--- src/rtl/cpu_pipe_pkg.sv ---
// Shared definitions for the CPU pipeline-stage registers: stage-bundle widths,
// occupancy encoding and the bubble value a stage register holds after reset.
package cpu_pipe_pkg;

    localparam int IF_ID_W     = 64;   // pc + fetched instruction
    localparam int ID_EX_W     = 148;
    localparam int EX_MEM_W    = 106;
    localparam int MEM_WB_W    = 71;
    localparam int MAX_STAGE_W = 148;

    localparam logic [1:0] OCC_EMPTY = 2'd0;
    localparam logic [1:0] OCC_FULL  = 2'd1;
    localparam logic [1:0] OCC_SKID  = 2'd2;

    // The control state doubles as the occupancy count.
    typedef enum logic [1:0] {
        ST_EMPTY   = OCC_EMPTY,
        ST_FULL    = OCC_FULL,
        ST_SKIDDED = OCC_SKID
    } occ_state_e;

    // An all-zero bundle decodes as a NOP with every write-enable cleared.
    localparam logic [MAX_STAGE_W-1:0] NOP_BUNDLE = '0;

endpackage

--- src/rtl/pipe_data_reg.sv ---
// WIDTH-bit payload register with load enable; used for the main and skid
// entries of a pipeline stage.
module pipe_data_reg #(
    parameter int               WIDTH     = 32,
    parameter logic [WIDTH-1:0] RESET_VAL = '0
) (
    input  logic             clk,
    input  logic             rst_n,
    input  logic             load_i,
    input  logic [WIDTH-1:0] d_i,
    output logic [WIDTH-1:0] q_o
);

    logic [WIDTH-1:0] data_q;

    // NOTE: the payload is reset as well, so downstream sees the defined bubble rather than X out of reset.
    always_ff @(posedge clk or negedge rst_n) begin
        if (!rst_n) begin
            data_q <= RESET_VAL;
        end else if (load_i) begin
            data_q <= d_i;
        end
    end

    assign q_o = data_q;

endmodule

--- src/rtl/pipe_stage_reg.sv ---
// Elastic pipeline-stage register: valid/ready handshake, flush, occupancy and
// an optional two-entry skid buffer that registers in_ready.
module pipe_stage_reg
    import cpu_pipe_pkg::*;
#(
    parameter int               WIDTH     = 32,
    parameter logic [WIDTH-1:0] RESET_VAL = WIDTH'(NOP_BUNDLE),
    parameter bit               SKID      = 1'b1
) (
    input  logic             clk,
    input  logic             rst_n,
    input  logic             in_valid,
    output logic             in_ready,
    input  logic [WIDTH-1:0] in_data,
    output logic             out_valid,
    input  logic             out_ready,
    output logic [WIDTH-1:0] out_data,
    input  logic             flush,
    output logic [1:0]       occupancy
);

    occ_state_e       state_q, state_d;
    logic             out_valid_q, out_valid_d;
    logic             in_ready_q, in_ready_d;
    logic             in_fire, out_fire;
    logic             load_main, main_from_skid;
    logic [WIDTH-1:0] skid_data, main_d;

    // Without the skid entry the stage can only refill in the cycle it drains.
    assign in_ready = SKID ? in_ready_q : (!out_valid_q || out_ready);
    assign in_fire  = in_valid && in_ready;
    assign out_fire = out_valid_q && out_ready;

    // NOTE: every signal this block drives gets a default first, so no path can infer a latch.
    always_comb begin
        state_d        = state_q;
        load_main      = 1'b0;
        main_from_skid = 1'b0;
        case (state_q)
            ST_EMPTY: begin
                if (in_fire) begin
                    state_d   = ST_FULL;
                    load_main = 1'b1;
                end
            end
            ST_FULL: begin
                if (in_fire && out_fire) begin
                    load_main = 1'b1;
                end else if (in_fire) begin
                    state_d = SKID ? ST_SKIDDED : ST_FULL;
                end else if (out_fire) begin
                    state_d = ST_EMPTY;
                end
            end
            ST_SKIDDED: begin
                if (out_fire) begin
                    state_d        = ST_FULL;
                    load_main      = 1'b1;
                    main_from_skid = 1'b1;
                end
            end
            default: state_d = ST_EMPTY;
        endcase
        if (flush) begin
            state_d   = ST_EMPTY;
            load_main = 1'b0;
        end
        out_valid_d = (state_d != ST_EMPTY);
        in_ready_d  = (state_d != ST_SKIDDED);
    end

    // NOTE: state registers use <= so every flop samples the same pre-edge values.
    always_ff @(posedge clk or negedge rst_n) begin
        if (!rst_n) begin
            state_q     <= ST_EMPTY;
            out_valid_q <= 1'b0;
            in_ready_q  <= 1'b1;
        end else begin
            state_q     <= state_d;
            out_valid_q <= out_valid_d;
            in_ready_q  <= in_ready_d;
        end
    end

    assign main_d = main_from_skid ? skid_data : in_data;

    pipe_data_reg #(
        .WIDTH     (WIDTH),
        .RESET_VAL (RESET_VAL)
    ) u_main (
        .clk    (clk),
        .rst_n  (rst_n),
        .load_i (load_main),
        .d_i    (main_d),
        .q_o    (out_data)
    );

    if (SKID) begin : g_skid
        logic load_skid;

        // The skid entry captures exactly the beat that arrived while main was stalled.
        assign load_skid = (state_q == ST_FULL) && (state_d == ST_SKIDDED);

        pipe_data_reg #(
            .WIDTH     (WIDTH),
            .RESET_VAL (RESET_VAL)
        ) u_skid (
            .clk    (clk),
            .rst_n  (rst_n),
            .load_i (load_skid),
            .d_i    (in_data),
            .q_o    (skid_data)
        );
    end else begin : g_no_skid
        assign skid_data = RESET_VAL;
    end

    assign out_valid = out_valid_q;
    assign occupancy = state_q;

endmodule

--- config.mk ---
export PLATFORM = sky130hd
export DESIGN_NAME = pipe_stage_reg
export DESIGN_NICKNAME = d
export VERILOG_FILES = /design/src/rtl/cpu_pipe_pkg.sv /design/src/rtl/pipe_data_reg.sv /design/src/rtl/pipe_stage_reg.sv
export SDC_FILE = /design/constraint.sdc
export NUM_CORES = 1
export LEC_CHECK = 0
export CORE_ASPECT_RATIO = 1.5
export CORE_MARGIN = 2
export CORE_UTILIZATION = 55
export DETAILED_ROUTE_END_ITERATION = 8
export GPL_TIMING_DRIVEN = 0
export PLACE_DENSITY = 0.84
export SLEW_MARGIN = 5
export SYNTH_ARGS = -nofsm -noshare
export SYNTH_HDL_FRONTEND = slang
export SYNTH_HIERARCHICAL = 1
export SYNTH_SLANG_ARGS = --single-unit
--- constraint.sdc ---
create_clock -name clk -period 3.35 [get_ports clk]
set_input_delay 0.67 -clock clk [delete_from_list [all_inputs] [get_ports clk]]
set_output_delay 0.67 -clock clk [all_outputs]
set_load 0.03 [all_outputs]
# [Yosys cells after proc, flatten, opt, wreduce, memory -nomap -nowiden]
# Cells that the tools add are included.
[op_classes] n_eq_ne=4 mux=14 n_reduce_logical=6
[op_table] cell="$mux W32" n=1
[op_table] cell="$mux W2" n=6
[op_table] cell="$pmux W2 S3" n=1
[op_table] cell="$mux W1" n=5
[op_table] cell="$eq A2 B2 Y1 const B" n=2
[op_table] cell="$logic_and A1 B1 Y1" n=4
[op_table] cell="$pmux W1 S3" n=1
[op_table] cell="$eq A2 B1 Y1 const B" n=1
[op_table] cell="$logic_not A2 Y1" n=1
[op_table] cell="$ne A2 B2 Y1 const B" n=1
[op_table] cell="$reduce_bool A2 Y1" n=1
[word_totals] regBits=68 input_bits=37 output_inout_bits=36 wordCells=29

# [Depth between registers and ports, before layout]
# Gate-level depths: netlist of the first run.
[logic_depth] ltp_word=8 depth_mapped=8

# [By module]
# Netlist of the first run, hierarchy kept.
[by_module_without_submodules] module="pipe_data_reg" n_inst=2 cells_per_inst=68 area_each_um2=1345.0 seq_area_each_um2=800.8
[by_module_without_submodules] module="pipe_stage_reg" n_inst=1 cells_per_inst=56 area_each_um2=744.5 seq_area_each_um2=101.3

# [Worst setup path before layout of the first run]
# OpenSTA, ideal clock, no wires.
[synth_timing] path_type="register -> register" start="register state_q[0] (netlist: occupancy[0])" end="register u_main.data_q[0] (netlist: u_main/q_o[0])" setup_ps=125 arrival_ps=1924 setup_slack_ps=1301 stages_incl_launch_ff=9 path_cell_list="dfrtp_1 > buf_2 > nand4b_4 > buf_6 > o31a_1 > a21oi_1 > buf_6 > buf_12 > mux2_4"
[synth_via] elab_chain_len=3 elab_cells_between_ends=7 classes_between="2 x eq/ne; 4 x mux; 1 x reduce/logical"
[synth_lines] item="start, declared" line="pipe_stage_reg.sv:22" source="occ_state_e state_q, state_d;"
[synth_lines] item="start signal, assigned" line="pipe_stage_reg.sv:79" source="state_q <= state_d;"
[synth_lines] item="$eq A2 B2 Y1 (tied with other cells)" line="pipe_stage_reg.sv:39" source="case (state_q)"
[synth_lines] item="$pmux W1 S3 *" line="pipe_stage_reg.sv:39"
[synth_lines] item="$mux W1 *" line="pipe_stage_reg.sv:64" source="if (flush) begin"
[synth_lines] item="named net load_main" line="pipe_stage_reg.sv:26" source="logic load_main, main_from_skid;"
[synth_lines] item="end signal, assigned" line="pipe_data_reg.sv:21" source="data_q <= d_i;"
[synth_lines] item="end, declared" line="pipe_data_reg.sv:14" source="logic [WIDTH-1:0] data_q;"
# The timed path passes the listed nets; every way through them passes the cells marked *.
# A chain may end at the register's enable or synchronous reset.

# [Worst setup path in the final report of the first run]
[layout_timing] start="input port out_ready" end="register u_main.data_q[8] (netlist: u_main/q_o[8])"
[layout_via] elab_chain_len=5 elab_cells_between_ends=8 classes_between="6 x mux; 2 x reduce/logical"
[layout_lines] item="start, declared" line="pipe_stage_reg.sv:16" source="input logic out_ready,"
[layout_lines] item="$logic_and A1 B1 Y1 *" line="pipe_stage_reg.sv:32" source="assign out_fire = out_valid_q && out_ready;"
[layout_lines] item="$logic_and A1 B1 Y1" line="pipe_stage_reg.sv:47" source="if (in_fire && out_fire) begin"
[layout_lines] item="$mux W1" line="pipe_stage_reg.sv:47"
[layout_lines] item="$pmux W1 S3 *" line="pipe_stage_reg.sv:39"
[layout_lines] item="$mux W1 *" line="pipe_stage_reg.sv:64"
[layout_lines] item="named net load_main" line="pipe_stage_reg.sv:26"
# Marked as above.

==> results by group, run 1 <==
Status
  • Outcome: complete, no violations

Placement
  • Final RePlAce weighted congestion: 0.763
  • Input/output buffers: 72
  • DP Wirelength: 4250 um
  • Placed Area: 4250 sq um
  • Dpl cells: 338

Yosys
  • Share of the synthesized area in the top cell type: 48.8%
  • Yosys cell types: 21
  • Synth Register Bits: 68
  • Synthesized area per cell: 17.9 sq um
  • Cell area after synthesis: 3430 sq um
  • Syn nets: 229
  • Cell taking the most area after synthesis: dfrtp_1
  • Post-synth EDFFs: 0
  • Leading register cell type out of synthesis: dfrtp_1
  • Asr flop ratio synth: 100%
  • Dominant cells by area after synthesis: dfrtp_1, mux2_4, buf_12
  • Seq/Total Area, Yosys: 49.6%
  • Warnings, synthesis: 6
  • Post-synthesis instance total: 192

Floorplanning
  • Die area: 6910 sq um
  • Core Region: 6090 sq um
  • Row count: 35
  • # IOs: 73
  • Initial Utilization: 56.4%
  • Die extent in x: 68.5 um
  • Die Y-Extent: 101 um

Drt
  • Initial DRC Count: 101
  • DRC: 0
  • Via-to-Cell Ratio: 5.27
  • DRT Pass-1 Iters: 4
  • Post-route ant nets: 0
  • Vias: 1864
  • Post-Route WL: 6150 um
  • Avg WL per Cell: 17.4 um

Cells and area
  • Net total in the final layout: 312
  • # fillers: 408
  • Final std cells w/o fill: 354
  • Final Instance Area: 4450 sq um
  • Share of cells above drive strength 1: 45.7%
  • Layout area overhead: 29.5%
  • Ant diodes: 0

GRT
  • Initial antenna violation count: 0
  • Vias in the first global route: 2050
  • First-pass GRT wire length: 10000 um
  • Gr usage total: 19.8%
  • Grt ovf: 0
  • Largest net degree at the start of global routing: 69

Timing
  • Max Transition Viols Final: 0
  • Worst Tran Pin Value: 0.847 ns
  • Tcrit/Tclk final: 71.7%
  • Max-Slew Margin vs Limit: 43.5%
  • RSZ-0062 raised after global routing: no
  • Min Tclk post-route: 2.40 ns
  • Clock skew: 0.00825 ns
  • Setup TNS: 0 ns
  • Max Freq: 0.416 GHz
  • Final hold vios: 0
  • Final setup viols: 0

Power
  • Net Switching: 954 uW
  • Share of power burned in registers: 41.2%
  • Power Density: 703 nW/um^2
  • Switching portion of total power: 30.5%
  • Internal: 2.17 mW
  • Clock network power share: 21.4%
  • Static Leak: 2.06 nW
  • Tot Pwr: 3.13 mW
  • Worst vdd ir: 0.423 mV
  • Comb power frac: 37.5%

Clocking
  • # hold bufs at CTS: 0
  • CTS clk-pin slew, worst paths: 0.08 ns
  • Post-CTS Setup Bufs: 0
  • CTS tree: yes
  • CTS resizes: 0
  • Num Clock Sinks: 68
  • Clock latency at the later pin of the worst-skew pair: 0.33 ns
  • Num CTS Buffers: 9
  • H-tree levels: 3
  • Clock Path Buffers: 2
  • Clock root cell: clkbuf_8

Run
  • Max Cap Viol: 0

Setup path
  • Worst Path Max Fanout: 10
  • Crit path DAT: 2.61 ns
  • CP endpoint kind: flip-flop
  • Kind of critical path: primary input to flip-flop
  • CP required: 3.56 ns
  • CP Launch Type: primary input

Min path
  • Worst Hold Class: primary input to async pin
registers in the layout, summed over array words and instances, names as in the netlist:
signal,flops
u_main/q_o,32
g_skid.u_skid/q_o,32
occupancy,2
out_valid,1
in_ready,1
metal layers:
metal | vias to the layer above | part of all wire [%] | wire [um] | GRT usage, %
li1 | 861 | - | - | -
met5 | - | 0 | 0 | 0
met1 | 957 | 43 | 2620 | 25.8
met4 | 0 | 1.3 | 78 | 9.23
met2 | 40 | 53 | 3270 | 31.8
met3 | 6 | 3.0 | 187 | 2.91
critical path, cell delays in order:
cell	delay [ns]
clkdlybuf4s50_1	0.60
nand4b_4	0.21
buf_6	0.22
o31a_1	0.11
a21oi_1	0.18
buf_6	0.18
buf_12	0.15
mux2_4	0.30
cells in the mapped netlist, types with 2 or more instances:
master and instances:
dfrtp_1 67, buf_6 5, nand2_1 2, a211oi_1 2
mux2_2 7, buf_12 6, mux2_4 89
layout make-up:
| type | instances | area (sq um) | share of cell area [%] |
|---|---|---|---|
| flip-flops and latches | 68 | 1700 | 38.3 |
| multi-input cells | 112 | 1550 | 34.9 |
| plain buffers | 12 | 181 | 4.08 |
| clock inverters | 6 | 63.8 | 1.44 |
| well taps | 74 | 92.6 | 2.08 |
| clock buffers | 10 | 138 | 3.10 |
| repair buffers | 72 | 718 | 16.2 |
cell usage in the layout (no fill, tap or decap), drive strengths merged:
master / synthesis / layout
o31a: 1 / 1
dfstp: 1 / 1
and3b: 1 / 1
nand3: 1 / 1
bufinv: 0 / 1
dfrtp: 67 / 67
mux2: 96 / 96
a21oi: 1 / 1
clkdlybuf4s50: 0 / 71
a221oi: 1 / 1
clkinvlp: 0 / 2
nand4b: 1 / 1
nand4: 1 / 1
clkinv: 0 / 3
o21ai: 1 / 1
and4bb: 1 / 1
a211o: 1 / 1
buf: 12 / 13
mux2i: 1 / 1
a211oi: 2 / 2
clkbuf: 0 / 10
and4b: 1 / 1
nand2: 2 / 2
power by group through the flow:
stage | Combinational (mW) | Clock [mW] | Sequential, mW
floorplan | 0.534 | 0 | 1.52
global placement | 1.16 | 0 | 1.28
detailed placement | 1.18 | 0 | 1.30
CTS | 1.18 | 0.693 | 1.29
global route | 1.23 | 0.730 | 1.33
finish | 1.17 | 0.668 | 1.29
cells by family (layout without fill, tap and decap cells):
group,Yosys count,after routing,share of synthesized area [%]
buffers and inverters,12,100,5.28
DFF,68,68,49.6
and+or+nand+nor,8,8,2.15
AOI/OAI and AO/OA,7,7,1.49
muxes,97,97,41.5
stage by stage:
step,hold WS (ns),utilization (%),worst slack [ns]
2_1_floorplan,0.374,-,1.30
3_3_place_gp,0.488,69.8,-0.654
3_5_place_dp,0.494,69.7,0.597
4_1_cts,0.463,73.1,0.951
5_1_grt,0.502,73.1,0.827
6_report,0.440,73.1,0.948
path summary, 6_finish.rpt:
check,startpoint,cells after the start,slack [ns],endpoint
max in group asynchronous,rst_n,1,2.35,u_main/q_o[31]
min reg2reg,g_skid.u_skid/q_o[31],1,0.51,g_skid.u_skid/q_o[31]
min,rst_n,1,0.44,u_main/q_o[16]
max,out_ready,8,0.95,u_main/q_o[8]
max reg2reg,occupancy[0],8,1.29,u_main/q_o[8]
min in group clk,g_skid.u_skid/q_o[31],1,0.51,g_skid.u_skid/q_o[31]
(Power assumes the default switching activity.)
==> run 2: changes to the inputs <==
--- a/config.mk
+++ b/config.mk
@@ -7,10 +7,10 @@
 export LEC_CHECK = 0
 export CORE_ASPECT_RATIO = 1.5
 export CORE_MARGIN = 2
-export CORE_UTILIZATION = 55
+export CORE_UTILIZATION = 46
 export DETAILED_ROUTE_END_ITERATION = 8
 export GPL_TIMING_DRIVEN = 0
-export PLACE_DENSITY = 0.84
+export PLACE_DENSITY = 0.75
 export SLEW_MARGIN = 5
 export SYNTH_ARGS = -nofsm -noshare
 export SYNTH_HDL_FRONTEND = slang
==> constraint.sdc (replaced) <==
create_clock -name clk -period 2 [get_ports clk]
set_input_delay 0.4 -clock clk [delete_from_list [all_inputs] [get_ports clk]]
set_output_delay 0.4 -clock clk [all_outputs]
set_load 0.03 [all_outputs]
==> results by group, run 2 (synthesis gave the netlist of run 1 again) <==
Clocking
  • Clock root cell: clkbuf_8
  • Clock Path Buffers: 2 (unchanged)
  • Num Clock Sinks: 68 (unchanged)
  • Clock latency at the later pin of the worst-skew pair: 0.35 ns (+0.02 ns)
  • CTS clk-pin slew, worst paths: 0.07 ns (about the same)
  • Num CTS Buffers: 9 (unchanged)
  • H-tree levels: 3 (unchanged)
  • CTS tree: yes

Setup path
  • CP Launch Type: flip-flop
  • Slowest CP cell: clkdlybuf4s50_1
  • Slowest cell delay on critical path: 0.72 ns (+0.12 ns)
  • Crit path DAT: 1.53 ns (-1.08 ns)
  • RR Startpoint: occupancy[0]
  • Kind of critical path: flip-flop to output pin
  • Crit-path cells: clkdlybuf4s50_1
  • Levels on crit path: 1 (-7)
  • CP required: 1.60 ns (-1.96 ns)
  • CP endpoint kind: output pin
  • Worst Path Max Fanout: 6 (-4)
  • CP Buf/Inv Count: 1 (-3)
  • R2R Setup Slk: 0.07 ns (-1.22 ns)
  • Largest delay share family, worst path: buffers and inverters
  • Worst-case reg-to-reg path depth: 8 (unchanged)
  • R2R Path End: u_main/q_o[19]

Cells and area
  • Layout area overhead: 32.7%
  • Most frequent cells in the layout: mux2_4, clkdlybuf4s50_1, dfrtp_1
  • Share of cells above drive strength 1: 45.9% (+0.22 points)
  • Most common cell after layout, fill and taps aside: mux2_4
  • Ant diodes: 0 (unchanged)
  • Final Instance Area: 4560 sq um (+2.5%)
  • Net total in the final layout: 315 (+0.96%)
  • Final core occ: 63.1% (-10 points)

Timing
  • Max Transition Viols Final: 0 (unchanged)
  • Tcrit/Tclk final: 96.5%
  • Max-Slew Margin vs Limit: 72.5% (+29 points)
  • Worst Tran Pin Value: 0.412 ns (-0.435 ns)
  • Max Freq: 0.518 GHz
  • Clock skew: 0.00760 ns (-0.000655 ns)
  • Min Tclk post-route: 1.93 ns
  • Final hold vios: 0 (unchanged)
  • Final WS setup: 0.0706 ns (-0.877 ns)
  • Final setup viols: 0 (unchanged)
  • RSZ-0062 raised after global routing: no

GRT
  • First-pass GRT wire length: 9820 um (-2.1%)
  • Largest net degree at the start of global routing: 39 (-43%)
  • Grt ovf: 0 (unchanged)
  • Vias in the first global route: 1955 (-4.6%)
  • Initial antenna violation count: 0 (unchanged)
  • Gr usage total: 16.4% (-3.4 points)

Floorplanning
  • Die area: 8190 sq um (+19%)
  • Initial Utilization: 47.5% (-8.9 points)
  • # IOs: 73 (unchanged)
  • Core Region: 7230 sq um (+19%)
  • Die extent in x: 74.6 um (+8.8%)
  • Row count: 38 (+8.6%)
  • Die Y-Extent: 110 um (+9.0%)

Power
  • Static Leak: 2.11 nW (+2.4%)
  • Tot Pwr: 5.43 mW (+74%)
  • Worst vdd ir: 0.620 mV (+47%)
  • Share of power burned in registers: 39.7% (-1.5 points)
  • Net Switching: 1.57 mW (+65%)
  • Clock network power share: 24.3% (+2.9 points)
  • Switching portion of total power: 28.9% (-1.6 points)
  • Power Density: 1190 nW/um^2 (+70%)
  • Comb power frac: 36.1% (-1.4 points)
  • Internal: 3.86 mW (+78%)

Drt
  • Vias: 1869 (+0.27%)
  • DRT Pass-1 Iters: 3 (-1)
  • Post-Route WL: 6110 um (-0.68%)
  • Initial DRC Count: 99 (-2.0%)
  • Post-route ant nets: 0 (unchanged)
  • Avg WL per Cell: 16.0 um (-8.2%)
  • DRC: 0 (unchanged)
  • Via-to-Cell Ratio: 4.88 (-7.3%)

Placement
  • DP Wirelength: 4180 um (-1.7%)
  • Placed Area: 4310 sq um (+1.5%)
  • Worst slack at placement: -0.460 ns (-1.06 ns)
  • Final RePlAce weighted congestion: 0.739 (-3.2%)
  • Input/output buffers: 72 (unchanged)

Min path
  • Worst Hold Class: primary input to flip-flop
  • Hold Startpoint: out_ready
  • Endpoint, Worst Hold: occupancy[1]
  • Worst Hold Path Cells: 2

Status
  • Outcome: complete, no violations

Run
  • Max Cap Viol: 0 (unchanged)
==> run 2: changes by cell type in the layout (fill, tap and decap cells not counted), moves of 2 or more <==
cell             before  now
clkdlybuf4s50_1      71   68
buf_4                 1    3
bufinv_16             1    3
clkbuf_1              0    2
clkinvlp_4            2    0
dlygate4sd2_1         0    2
==> run 2: power by group through the flow <==
stage	Clock, mW	Sequential (mW)	Combinational (mW)
6_report	1.32	2.15	1.96
5_1_grt	1.42	2.22	2.07
4_1_cts	1.36	2.16	1.98
3_5_place_dp	0	2.17	1.98
3_3_place_gp	0	2.16	1.94
2_1_floorplan	0	2.55	0.897
==> run 2: routing by layer <==
layer,up-vias,global-route usage [%],routed length [um]
met3,11,4.03,249
met2,42,25.2,3050
met4,0,9.06,132
li1,864,-,-
met5,-,0,0
met1,952,20.8,2680
==> run 2: repair_timing <==
item / 4_1_cts / 5_1_grt
buffers inserted: 1 / 0
hold endpoints to repair: 30 / 0
resized for setup: 2 / 1
endpoints found under the setup margin: 32 / 30
hold buffers: 1 / 0
==> run 2: final cells by class <==
| type | count | area [sq um] |
|---|---|---|
| Clock inverter | 5 | 100 |
| Fill cell | 562 | 2670 |
| Multi-Input combinational cell | 112 | 1550 |
| Tap cell | 100 | 125 |
| Timing Repair Buffer | 75 | 756 |
| Buffer | 12 | 188 |
| Clock buffer | 11 | 131 |
| Sequential cell | 68 | 1700 |
==> run 2: through the flow <==
stage | setup TNS, ns | instances | hold slack [ns]
2_1_floorplan | 0 | 192 | 0.104
6_report | 0 | 383 | 0.431
3_3_place_gp | -138.24 | 364 | 0.486
3_5_place_dp | -16.73 | 365 | 0.367
5_1_grt | 0 | 383 | 0.433
4_1_cts | 0 | 383 | 0.512
==> run 2: worst max path at each step <==
stage | end | startpoint
after floorplan | u_main/q_o[0] | occupancy[0]
after global routing | u_main/q_o[16] | occupancy[0]
final | out_valid | out_valid
after CTS | out_valid | out_valid
after global placement | occupancy[0] | rst_n
after detailed placement | u_main/q_o[14] | out_ready
